==> config.mk <==
export PLATFORM = sky130hd
export DESIGN_NAME = fetch_stage
export DESIGN_NICKNAME = d
export VERILOG_FILES = /design/src/rtl/fetch_stage.sv
export SDC_FILE = /design/constraint.sdc
export NUM_CORES = 1
export LEC_CHECK = 0
export ABC_AREA = 1
export CAP_MARGIN = 20
export CORE_MARGIN = 5
export CORE_UTILIZATION = 49
export CTS_BUF_LIST = sky130_fd_sc_hd__clkbuf_4 sky130_fd_sc_hd__clkbuf_8
export DETAILED_ROUTE_END_ITERATION = 10
export GPL_ROUTABILITY_DRIVEN = 0
export GPL_TIMING_DRIVEN = 0
export MAX_ROUTING_LAYER = met4
export PLACE_DENSITY = 0.92
export SLEW_MARGIN = 5
export SYNTH_ARGS = -nofsm -noshare
export SYNTH_HDL_FRONTEND = slang
export SYNTH_SLANG_ARGS = --single-unit
==> constraint.sdc <==
create_clock -name clk -period 2.2 [get_ports clk]
set_input_delay 0.44 -clock clk [delete_from_list [all_inputs] [get_ports clk]]
set_output_delay 0.44 -clock clk [all_outputs]
set_load 0.01 [all_outputs]
==> src/rtl/fetch_stage.sv <==
// Instruction fetch stage: PC register, next-PC selection and the IF/ID pipeline register.
// Also provides warm-up hazard suppression and saturating stall/flush event counters.
module fetch_stage #(
    parameter logic [31:0] RESET_PC        = 32'h0000_0000,
    parameter int          HAZRESET_CYCLES = 4
) (
    input  logic        clk,
    input  logic        reset,
    input  logic        stallF,
    input  logic        stallD,
    input  logic        pcsrcD,
    input  logic        jumpD,
    input  logic [31:0] pcbranchD,
    input  logic [31:0] instrF,
    output logic [31:0] pcF,
    output logic [31:0] instrD,
    output logic [31:0] pcplus4D,
    output logic        validD,
    output logic        hazreset,
    output logic [15:0] stallcnt,
    output logic [15:0] flushcnt
);

    localparam logic [3:0] HAZ_INIT = 4'(HAZRESET_CYCLES);

    logic [31:0] pcplus4F;
    logic [31:0] jump_target;
    logic [31:0] pc_next;
    logic        jump_taken;
    logic        branch_taken;
    logic        flushD;
    logic [3:0]  hazcnt;

    assign pcplus4F     = pcF + 32'd4;
    assign jump_target  = {pcplus4D[31:28], instrD[25:0], 2'b00};
    // Decode-side redirects are only honoured once decode itself is free to advance.
    assign jump_taken   = jumpD  & ~stallD;
    assign branch_taken = pcsrcD & ~stallD;
    assign flushD       = jump_taken | branch_taken;
    assign hazreset     = (hazcnt != 4'd0);

    always_comb begin
        pc_next = pcplus4F;
        if (stallF)
            pc_next = pcF;
        else if (jump_taken)
            pc_next = jump_target;
        else if (branch_taken)
            pc_next = pcbranchD;
    end

    always_ff @(posedge clk) begin
        if (reset) begin
            pcF      <= RESET_PC;
            instrD   <= 32'd0;
            pcplus4D <= 32'd0;
            validD   <= 1'b0;
        end else begin
            pcF <= pc_next;
            if (!stallD) begin
                if (flushD) begin
                    instrD   <= 32'd0;
                    pcplus4D <= 32'd0;
                    validD   <= 1'b0;
                end else begin
                    instrD   <= instrF;
                    pcplus4D <= pcplus4F;
                    validD   <= 1'b1;
                end
            end
        end
    end

    // Warm-up counter: hazreset stays high until it has counted down to zero.
    always_ff @(posedge clk) begin
        if (reset)
            hazcnt <= HAZ_INIT;
        else if (hazcnt != 4'd0)
            hazcnt <= hazcnt - 4'd1;
    end

    always_ff @(posedge clk) begin
        if (reset) begin
            stallcnt <= 16'd0;
            flushcnt <= 16'd0;
        end else if (!hazreset) begin
            if (stallF && stallcnt != 16'hFFFF)
                stallcnt <= stallcnt + 16'd1;
            if (flushD && flushcnt != 16'hFFFF)
                flushcnt <= flushcnt + 16'd1;
        end
    end

endmodule
### Word-level counts from Yosys, hierarchy flattened

Index checks and enable logic that the tools add are counted.

| cells by class | value |
|---|---|
| multiplexer cells | 5 |
| equality and inequality tests | 2 |
| reductions and logical operators | 5 |
| add/sub/neg operators | 4 |
| bitwise operators | 5 |

Operator list:

| operator | count |
|---|---|
| $mux 32 | 4 |
| $add 16x1->16 const B | 2 |
| $add 32x3->32 const B | 1 |
| $ne 16x16->1 const B | 2 |
| $reduce_and 2->1 | 2 |
| $reduce_bool 4->1 | 1 |
| $sub 4x1->4 const B | 1 |
| $and 1x1->1 | 2 |
| $logic_and 1x1->1 | 2 |
| $not 1->1 | 2 |
| $mux 1 | 1 |
| $or 1x1->1 | 1 |

| word-level totals | value |
|---|---|
| output and inout port bits | 130 |
| input port bits | 70 |
| logic and storage cells | 28 |
| flip-flop bits (word level) | 133 |

### Longest topological paths before layout

Gate-level depths: netlist of the first run.

| logic depth | value |
|---|---|
| depth after elaboration | 5 |
| depth in mapped cells | 11 |

### Least setup slack after synthesis of the first run

OpenSTA, ideal clock, no wires.

| path | value |
|---|---|
| path type | register to register |
| start | reg stallcnt[0] |
| end | reg stallcnt[14] |
| slack | 529 ps |
| cell stages (with the launch flop) | 10 |
| period minus slack after synthesis | 1671 ps |
| data required time | 2068 ps |
| path buffers | 1 |
| library setup time | 132 ps |
| arrival time | 1539 ps |
| cells stage by stage | dfxtp_1 ha_1 nand3_1 nor2_2 nand4_1 nand2_2 inv_2 buf_2 nand2_1 a21oi_1 |

| on the way | value |
|---|---|
| word-level cells in the longest chain between the ends | 3 |
| elaborated cells between the ends (all ways) | 4 |
| classes of those cells | add/sub (1); eq/ne (1); reduce/logical (2) |

Ends and longest elaborated chain:

| item | line | source |
|---|---|---|
| start: declaration | 20 | `output logic [15:0] stallcnt,` |
| start signal: assignment | 88 | `stallcnt <= stallcnt + 16'd1;` |
| parallel branches: the longest is 3 deep, another holds $add 16x1->16 | n/a |  |

Parallel ways; which one is timed is not known.
A chain may end at the register's enable or synchronous reset.

### Worst setup path in the final report of the first run

| path | value |
|---|---|
| start | reg hazcnt[0] |
| end | out hazreset |

| on the way | value |
|---|---|
| word-level cells in the longest chain between the ends | 1 |

Ends and longest elaborated chain:

| item | line | source |
|---|---|---|
| start: declaration | 32 | `logic [3:0] hazcnt;` |
| start signal: assignment | 79 | `hazcnt <= hazcnt - 4'd1;` |
| $reduce_bool 4->1 | 40 | `assign hazreset = (hazcnt != 4'd0);` |
| end: declaration | 19 | `output logic hazreset,` |

Every way passes these cells.

==> results.py, run 1 <==
metrics = {
    "worst_setup_path": {
        "critPathBufInv": 2,
        "critPathKind": "reg -> out",
        "cp.required_ns": 1.76,
        "worstSetupEndpointType": "output port",
        "cpPeakStageDelay_ns": 0.37,
        "reg2regPathDepth": 9,
        "r2r-start": "stallcnt[0]$_SDFFE_PP0P_",
        "crit_start": "hazcnt[0]$_SDFFE_PP0N_",
        "start_kind": "flip-flop",
        "arrival_ns": 1.64,
        "worstPathCellList": "inv_1, ha_1, nand2_1, dlygate4sd2_1",
        "crit_family": "buffers and inverters",
        "critical_path_cell_count": 4,
        "path_max_fanout": 8,
        "worst_path_max_delay_cell": "dfxtp_1",
    },
    "die": {
        "initial_core_util_pct": 49.6,
        "core-area_mm2": 0.0132,
        "ios": 200,
        "die_w_um": 126,
        "dieArea_mm2": 0.0158,
        "num_rows": 42,
        "dieHeight_um": 126,
    },
    "timing": {
        "fmax_mhz": 481,
        "slew_violations": 0,
        "final.setup.tns_ns": 0,
        "slew_headroom_pct": 52.8,
        "fin_hold_ws_ns": 0.414,
        "fin_crit_ns": 2.08,
        "hold_viol_final": 0,
        "grt_setup_unrepaired": "false",
        "skew_ns": 0.00820,
        "finalSetupViolations": 0,
        "min_period_over_period_pct": 94.5,
        "worstMarginPinSlew_ns": 0.709,
    },
    "routing": {
        "avgViaCountPerCell": 5.53,
        "drc_errors": 0,
        "ant_nets": 0,
        "routedWlPerCell_um": 16.8,
        "drt_first_pass_iters": 9,
        "wl_mm": 22.8,
        "vias": 7528,
        "initialDrtViolationCount": 952,
    },
    "cells_and_area": {
        "nets": 1247,
        "fill_cells": 1092,
        "n_antenna_cell": 0,
        "areaGrowthSynthToFinish_pct": 39.5,
        "drive_gt1_share_pct": 5.57,
    },
    "flow_run": {
        "drv_cap": 0,
    },
    "global_route": {
        "grt_start_max_net_pins": 17,
        "grt.overflow.total": 0,
        "first_global_vias": 7116,
        "grt_pass1_wl_mm": 35.8,
        "antenna_found_initial": 0,
        "track_usage_pct": 29.1,
    },
    "clock_network": {
        "clk_latency_ns": 0.45,
        "clock_sinks": 133,
        "clk_pin_slew_ns": 0.07,
        "cts-root-buf": "clkbuf_8",
        "hold_buffers": 0,
        "cts_setup_buffers": 0,
        "htree_levels": 4,
        "cts_tree": "done",
        "numCtsBuffers": 17,
        "clock_path_buffers": 2,
    },
    "synth": {
        "async_flop_share_pct": 0,
        "synth_top_area_share_pct": 40.7,
        "synth.yosys.seq_area_share_pct": 40.7,
        "netlist.top_cell.by_area": "dfxtp_1",
        "syn_inst": 957,
        "synth_most_common_cell": "nand2_1",
        "synth_common_cells": "nand2_1 (304), dfxtp_1 (133), a21oi_1 (117)",
        "yosysWarnings": 0,
        "synth-edff-count": 0,
        "yosys-top-cells-area": "dfxtp_1 (41%), nand2_1 (17%), a21oi_1 (8.9%)",
        "synth_seq_cells": 133,
        "synth_area_mm2": 0.00655,
        "ys.flop_type": "dfxtp_1",
        "synth_fp_nets": 1031,
        "syn_avg_cell_area_um2": 6.84,
        "yosys.cell_types.count": 35,
    },
    "power_and_ir_drop": {
        "p_total_mw": 5.69,
        "p_per_area_mw_per_mm2": 623,
        "ir_drop_mv": 0.384,
        "power_leakage_nw": 3.28,
    },
    "hold_path": {
        "hold_class": "in -> reg",
        "holdCritStartpoint": "stallD",
        "holdPathStages": 4,
    },
    "outcome": {
        "status": "finished clean",
    },
    "placement": {
        "dpl.hpwl_mm": 17.3,
        "io_buffers": 197,
    },
}
[cell families after synthesis]
logic type / count (synthesis) / synth area share (%)
AO/OA/AOI/OAI: 195 / 16.1
AND/OR/NAND/NOR: 486 / 30.9
adder cells (fa/ha/maj): 4 / 0.764
XOR/XNOR: 34 / 4.55
buffers and inverters: 105 / 6.99
flip-flops: 133 / 40.7
[final cells by class]
type | instances | area, um^2 | share of cell area (%)
buffer | 46 | 236 | 2.59
clock buffer | 28 | 354 | 3.88
clock inverter | 3 | 40.0 | 0.438
inverter | 59 | 221 | 2.42
multi-input combinational | 719 | 3430 | 37.5
sequential | 133 | 2660 | 29.2
tap | 176 | 220 | 2.41
timing repair buffer | 197 | 1970 | 21.6
[power breakdown]
part | switching [mW] | internal (mW)
logic | 0.530 | 0.455
registers | 0.135 | 2.53
clock network | 0.909 | 1.13
[flip-flops by register name, indices dropped and copies added (netlist names)]
| name | count |
|---|---|
| hazcnt | 4 |
| instrD | 32 |
| flushcnt | 16 |
| stallcnt | 16 |
| validD | 1 |
| pcF | 32 |
| pcplus4D | 32 |
[stage by stage]
| stage | area [um^2] | util [%] | setup slack, ns | std cells |
|---|---|---|---|---|
| floorplan | 6550 | - | 0.529 | 957 |
| global placement | 8740 | 66.3 | -0.140 | 1330 |
| detailed placement | 8740 | 66.3 | -0.202 | 1330 |
| CTS | 9130 | 69.2 | 0.113 | 1361 |
| global route | 9130 | 69.2 | 0.0135 | 1361 |
| finish | 9130 | 69.2 | 0.121 | 1361 |
[worst reg2reg max path, delay by kind of cell, from the launching register on]
kind            cells  cell delay, ns
buf+inv             2            0.27
fa+ha+maj           1            0.26
compound gates      1            0.06
flops               1            0.45
simple gates        5            0.80
[final timing paths]
kind / to / slack (ns)
setup / recovery: hazreset / 0.12
hold / removal: validD$_SDFFE_PP0N_ / 0.41
setup reg to reg: stallcnt[14]$_SDFFE_PP0P_ / 0.24
hold reg to reg: pcplus4D[21]$_SDFFE_PP0N_ / 0.46
[placed cells by master (no fill, tap or decap), types with 6 or more instances in the layout]
| cell | instances |
|---|---|
| a21oi_1 | 117 |
| a221oi_1 | 12 |
| buf_2 | 6 |
| buf_6 | 6 |
| clkbuf_1 | 29 |
| clkbuf_8 | 23 |
| clkdlybuf4s50_1 | 196 |
| dfxtp_1 | 133 |
| inv_1 | 54 |
| nand2_1 | 304 |
| nand3_1 | 42 |
| nand4_1 | 12 |
| nor2_1 | 90 |
| nor3_1 | 14 |
| o21ai_0 | 53 |
| xnor2_1 | 14 |
| xor2_1 | 20 |
[routing by layer]
layer | global-route usage, % | vias up | share of wire [%]
met1 | 33.6 | 3404 | 38
li1 | - | 3569 | -
met5 | - | - | 0
met3 | 7.38 | 89 | 10
met4 | 13.8 | 0 | 4.6
met2 | 47.4 | 466 | 47
[repair_timing]
action                                  CTS  global route
endpoints found under the setup margin    1             0
gates resized for setup                   1             0
endpoints found under the hold margin     0             0
Note: power is estimated with default switching activity, not from simulation.
==> run 2, diff against run 1 <==
--- a/config.mk
+++ b/config.mk
@@ -14,7 +14,7 @@
 export GPL_ROUTABILITY_DRIVEN = 0
 export GPL_TIMING_DRIVEN = 0
 export MAX_ROUTING_LAYER = met4
-export PLACE_DENSITY = 0.92
+export PLACE_DENSITY = 0.83
 export SLEW_MARGIN = 5
 export SYNTH_ARGS = -nofsm -noshare
 export SYNTH_HDL_FRONTEND = slang
==> results.py, run 2 (same netlist as run 1, synthesis figures left out) <==
metrics = {
    "routing": {
        "routedWlPerCell_um": 16.8,
        "drt_first_pass_iters": 6,
        "initialDrtViolationCount": 836,
        "vias": 7404,
        "ant_nets": 0,
        "wl_mm": 22.9,
        "drc_errors": 0,
        "avgViaCountPerCell": 5.44,
    },
    "clock_network": {
        "cts_tree": "done",
        "clock_path_buffers": 2,
        "htree_levels": 4,
        "clk_pin_slew_ns": 0.08,
        "numCtsBuffers": 17,
        "clock_sinks": 133,
        "clk_latency_ns": 0.45,
        "hold_buffers": 0,
        "cts-root-buf": "clkbuf_8",
    },
    "power_and_ir_drop": {
        "p_per_area_mw_per_mm2": 654,
        "power_leakage_nw": 3.31,
        "ir_drop_mv": 0.370,
    },
    "timing": {
        "worstMarginPinSlew_ns": 0.785,
        "finalSetupViolations": 0,
        "min_period_over_period_pct": 93.8,
        "fin_crit_ns": 2.06,
        "final.setup.tns_ns": 0,
        "slew_violations": 0,
        "slew_headroom_pct": 47.6,
        "skew_ns": 0.00825,
        "fmax_mhz": 485,
        "hold_viol_final": 0,
        "grt_setup_unrepaired": "false",
    },
    "global_route": {
        "grt_start_max_net_pins": 17,
        "first_global_vias": 7106,
        "antenna_found_initial": 0,
        "grt_pass1_wl_mm": 36.1,
        "grt.overflow.total": 0,
        "track_usage_pct": 29.6,
    },
    "placement": {
        "place_inst": 1330,
        "io_buffers": 197,
        "dpl.hpwl_mm": 17.5,
    },
    "flow_run": {
        "drv_cap": 0,
    },
    "cells_and_area": {
        "fill_cells": 1145,
        "final_cell_mix": "nand2_1 (304), clkdlybuf4s50_1 (196), dfxtp_1 (133)",
        "drive_gt1_share_pct": 5.65,
        "finalNonFillerCells": 1362,
        "reg.largest.list": "instrD: 32 flops, pcF: 32 flops, pcplus4D: 32 flops",
        "nets": 1247,
        "mostFrequentLayoutCell": "nand2_1",
        "areaGrowthSynthToFinish_pct": 40.4,
        "n_antenna_cell": 0,
    },
    "die": {
        "ios": 200,
        "core-area_mm2": 0.0132,
        "dieHeight_um": 126,
        "num_rows": 42,
        "initial_core_util_pct": 49.6,
        "die_w_um": 126,
        "dieArea_mm2": 0.0158,
    },
    "worst_setup_path": {
        "critPathKind": "reg -> out",
        "start_kind": "flip-flop",
        "cp.required_ns": 1.76,
        "worstSetupEndpointType": "output port",
        "arrival_ns": 1.62,
        "path_max_fanout": 8,
        "reg2regPathDepth": 9,
    },
    "outcome": {
        "status": "finished clean",
    },
    "hold_path": {
        "holdPathStages": 4,
        "hold_class": "in -> reg",
    },
}
==> run 2: cell types whose count changed in the layout (fill, tap and decap cells not counted), sizes merged <==
cell      delta
clkinv       +2
bufinv       +4
clkinvlp     +1
clkbuf       -6
==> run 2: critical path, stage by stage (launching register included) <==
cell and delay [ns]:
dfxtp_1 0.36, inv_1 0.05, ha_1 0.22, nand2_1 0.21, dlygate4sd2_1 0.33
==> run 2: where the power goes <==
group | internal (mW) | switching (mW)
sequential | 2.53 | 0.135
combinational | 0.455 | 0.531
clock | 1.42 | 0.943
total | 4.41 | 1.61
==> run 2: cell type report <==
cell class	count	area [um^2]	area share, %
sequential	133	2660	29.0
clock buffer	22	278	3.02
clock inverter	10	178	1.93
buffer	46	236	2.57
tap	176	220	2.40
timing repair buffer	197	1970	21.4
multi-input combinational	719	3430	37.3
inverter	59	221	2.41
==> run 2: timing repair <==
item | in CTS | in global routing
setup buffers | 0 | 0
setup endpoints to repair | 1 | 0
resized for setup | 1 | 0
==> run 2: final timing paths <==
check | startpoint | slack (ns) | endpoint
max reg2reg | stallcnt[0]$_SDFFE_PP0P_ | 0.26 | stallcnt[15]$_SDFFE_PP0P_
min | stallD | 0.39 | validD$_SDFFE_PP0N_
min reg2reg | pcplus4D[14]$_SDFFE_PP0N_ | 0.46 | pcplus4D[14]$_SDFFE_PP0N_
max | hazcnt[0]$_SDFFE_PP0N_ | 0.14 | hazreset
==> run 2: per-stage QoR <==
step | hold WS (ns) | cell area [um^2] | power, mW | setup WS [ns] | utilization, %
floorplan | 0.444 | 6550 | 3.17 | 0.529 | -
global placement | 0.444 | 8740 | 3.67 | -0.132 | 66.3
detailed placement | 0.447 | 8740 | 3.69 | -0.145 | 66.3
CTS | 0.364 | 9190 | 6.02 | 0.138 | 69.7
global route | 0.367 | 9190 | 6.24 | 0.0329 | 69.7
finish | 0.386 | 9190 | 6.02 | 0.137 | 69.7
==> run 2: per-layer routing <==
metal  global-route usage [%]  wire length, um  share of wire [%]
met1                     34.5             9250                 40
met2                     48.3            10900                 48
met3                     7.46             1910                8.3
met4                     13.2              866                3.8
met5                        -                0                  0
==> run 3, diff against run 2 <==
--- a/config.mk
+++ b/config.mk
@@ -5,16 +5,16 @@
 export SDC_FILE = /design/constraint.sdc
 export NUM_CORES = 1
 export LEC_CHECK = 0
-export ABC_AREA = 1
+export ABC_AREA = 0
 export CAP_MARGIN = 20
 export CORE_MARGIN = 5
-export CORE_UTILIZATION = 49
+export CORE_UTILIZATION = 48
 export CTS_BUF_LIST = sky130_fd_sc_hd__clkbuf_4 sky130_fd_sc_hd__clkbuf_8
 export DETAILED_ROUTE_END_ITERATION = 10
 export GPL_ROUTABILITY_DRIVEN = 0
 export GPL_TIMING_DRIVEN = 0
 export MAX_ROUTING_LAYER = met4
-export PLACE_DENSITY = 0.83
+export PLACE_DENSITY = 0.82
 export SLEW_MARGIN = 5
 export SYNTH_ARGS = -nofsm -noshare
 export SYNTH_HDL_FRONTEND = slang
==> results.py, run 3 <==
metrics = {
    "outcome": {
        "status": "complete, but fails checks",
        "violations": "setup timing",
    },
    "worst_setup_path": {
        "rrSetupSlack_ns": -0.11,
        "cpPeakStageDelay_ns": 0.57,
        "worst_path_max_delay_cell": "or4_4",
        "start_kind": "flip-flop",
        "crit_family": "simple AND/OR/NAND/NOR gates",
        "critPathKind": "reg -> reg",
        "critPathBufInv": 2,
        "cp.required_ns": 2.57,
        "path_max_fanout": 8,
        "arrival_ns": 2.68,
        "crit_top_cell": "buf_4",
        "worstPathCellList": "buf_4, nand4_1, buf_4, or4_4, nor4_4, o21ai_2, a221oi_2",
        "worstSetupEndpointType": "flip-flop",
    },
    "synth": {
        "ys.flop_type": "dfxtp_1",
        "async_flop_share_pct": 0,
        "synth_area_mm2": 0.00629,
        "synth_compound_area_share_pct": 21.9,
        "syn_inst": 743,
        "synth_seq_cells": 133,
        "synth_common_cells": "dfxtp_1 (133), nor2_1 (98), clkbuf_1 (49)",
        "yosys-mux-area-fraction_pct": 0.835,
        "synth_fp_nets": 817,
        "yosysWarnings": 0,
        "synth-simple-area-share_pct": 22.5,
        "synth_top_family_by_area": "simple AND/OR/NAND/NOR gates",
        "syn_avg_cell_area_um2": 8.47,
        "netlist.top_cell.by_area": "dfxtp_1",
        "synth-xor-area-share_pct": 6.26,
        "synth_top_area_share_pct": 42.3,
        "synth_most_common_cell": "dfxtp_1",
        "synth-edff-count": 0,
        "yosys.cell_types.count": 61,
        "yosys-top-cells-area": "dfxtp_1 (42%), nor2_1 (5.8%), a22oi_1 (5.2%)",
        "synth_adder_area_share_pct": 0.795,
        "synth.yosys.seq_area_share_pct": 42.3,
    },
    "hold_path": {
        "hold_class": "reg -> reg",
    },
    "placement": {
        "io_buffers": 198,
        "dpl_worst_slack_ns": -0.891,
        "dpl.hpwl_mm": 16.6,
        "place_area_mm2": 0.00850,
        "place_inst": 1113,
    },
    "die": {
        "dieHeight_um": 124,
        "num_rows": 41,
        "core-area_mm2": 0.0127,
        "dieArea_mm2": 0.0155,
        "initial_core_util_pct": 49.5,
        "ios": 200,
        "die_w_um": 124,
    },
    "timing": {
        "min_period_over_period_pct": 105,
        "fin_hold_ws_ns": 0.449,
        "grt_setup_unrepaired": "true",
        "fmax_mhz": 434,
        "hold_viol_final": 0,
        "slew_violations": 0,
        "skew_ns": 0.00936,
        "fin_ws_ns": -0.105,
        "slew_headroom_pct": 53.0,
        "finalSetupViolations": 15,
        "fin_crit_ns": 2.31,
        "worstMarginPinSlew_ns": 0.705,
        "final.setup.tns_ns": -0.756,
    },
    "flow_run": {
        "drv_cap": 0,
    },
    "power_and_ir_drop": {
        "power_leakage_nw": 3.31,
        "pwr-share-comb_pct": 15.0,
        "p_total_mw": 6.29,
        "p_sw_mw": 1.61,
        "p_int_mw": 4.68,
        "p_clk_share_pct": 43.1,
        "p_per_area_mw_per_mm2": 671,
        "p_sw_share_pct": 25.6,
        "p_seq_share_pct": 41.9,
        "ir_drop_mv": 0.490,
    },
    "cells_and_area": {
        "nets": 1041,
        "finalNonFillerCells": 1153,
        "areaGrowthSynthToFinish_pct": 49.1,
        "final_cell_mix": "clkdlybuf4s50_1 (197), dfxtp_1 (118), nor2_1 (98)",
        "postLayoutCellArea_mm2": 0.00938,
        "reg.largest.list": "instrD: 32 flops, pcF: 32 flops, pcplus4D: 32 flops",
        "drive_gt1_share_pct": 12.2,
        "mostFrequentLayoutCell": "clkdlybuf4s50_1",
        "fin_util_pct": 73.7,
    },
    "clock_network": {
        "clock_sinks": 133,
        "cts-root-buf": "clkbuf_8",
        "cts_tree": "done",
        "numCtsBuffers": 17,
        "clock_path_buffers": 2,
        "clk_latency_ns": 0.46,
        "hold_buffers": 0,
        "htree_levels": 4,
        "clk_pin_slew_ns": 0.08,
    },
    "global_route": {
        "track_usage_pct": 29.5,
        "grt_start_max_net_pins": 17,
        "first_global_vias": 6620,
        "grt_pass1_wl_mm": 35.8,
        "antenna_found_initial": 1,
        "grt.overflow.total": 0,
    },
    "routing": {
        "routedWlPerCell_um": 20.3,
        "ant_nets": 0,
        "wl_mm": 23.4,
        "vias": 6934,
        "drc_errors": 0,
        "initialDrtViolationCount": 728,
        "avgViaCountPerCell": 6.01,
        "drt_first_pass_iters": 5,
    },
}
run 3: cell types whose count changed in the layout (fill, tap and decap cells not counted), sizes merged, moves of 17 or more:
cell	change
nand3	-20
a21oi	-89
nand2	-263
a22oi	+44
nor4	+17
inv	-35
run 3: worst register-to-register path, stage by stage, from the launching register on:
cell and delay, ns:
dfxtp_1 0.38, buf_4 0.19, nand4_1 0.22, buf_4 0.21
or4_4 0.57, nor4_4 0.28, o21ai_2 0.10, a221oi_2 0.27
run 3: cell families (layout without fill, tap and decap cells):
| kind of cell | count (synthesis) | in the layout |
|---|---|---|
| simple gates | 275 | 275 |
| compound gates | 197 | 197 |
| flops | 133 | 133 |
| buf+inv | 84 | 321 |
| xor+xnor | 45 | 45 |
| mux | 5 | 5 |
| fa+ha+maj | 4 | 4 |
| other cells | 0 | 1 |
run 3: final cells by class:
class / count / area [um^2]
multi-input cells: 526 / 3510
fillers: 984 / 3340
flip-flops and latches: 133 / 2690
repair buffers: 211 / 2070
clock inverters: 14 / 279
plain buffers: 54 / 262
clock buffers: 18 / 248
well taps: 172 / 215
inverters: 24 / 90.1
diodes: 1 / 2.50
run 3: timing repair:
item                                    CTS  global route
pin swaps                                 1             9
hold endpoints to repair                  0             0
endpoints found under the setup margin   55            67
resized for setup                        31            58
buffers inserted                          5             8
run 3: per-layer routing:
layer,global-route usage [%],up-vias,part of all wire [%]
met5,-,-,0
met4,13.8,0,3.6
met3,7.50,71,10
met2,44.4,439,46
met1,37.3,3236,40
li1,-,3188,-
run 3: path summary, 6_finish.rpt:
kind                                   from                         to  cells past startpoint
setup reg to reg       pcF[18]$_SDFFE_PP0N_       pcF[31]$_SDFFE_PP0N_                      7
hold reg to reg   pcplus4D[25]$_SDFFE_PP0N_  pcplus4D[25]$_SDFFE_PP0N_                      2
setup / recovery       pcF[18]$_SDFFE_PP0N_       pcF[31]$_SDFFE_PP0N_                      7
hold / removal    pcplus4D[25]$_SDFFE_PP0N_  pcplus4D[25]$_SDFFE_PP0N_                      2
run 3: power groups by stage:
stage          logic [mW]  clock network, mW  registers, mW
2_1_floorplan       0.420                  0           2.68
3_3_place_gp        0.851                  0           2.67
3_5_place_dp        0.870                  0           2.67
4_1_cts             0.894               2.73           2.63
5_1_grt              1.01               2.83           2.65
6_report            0.945               2.71           2.63
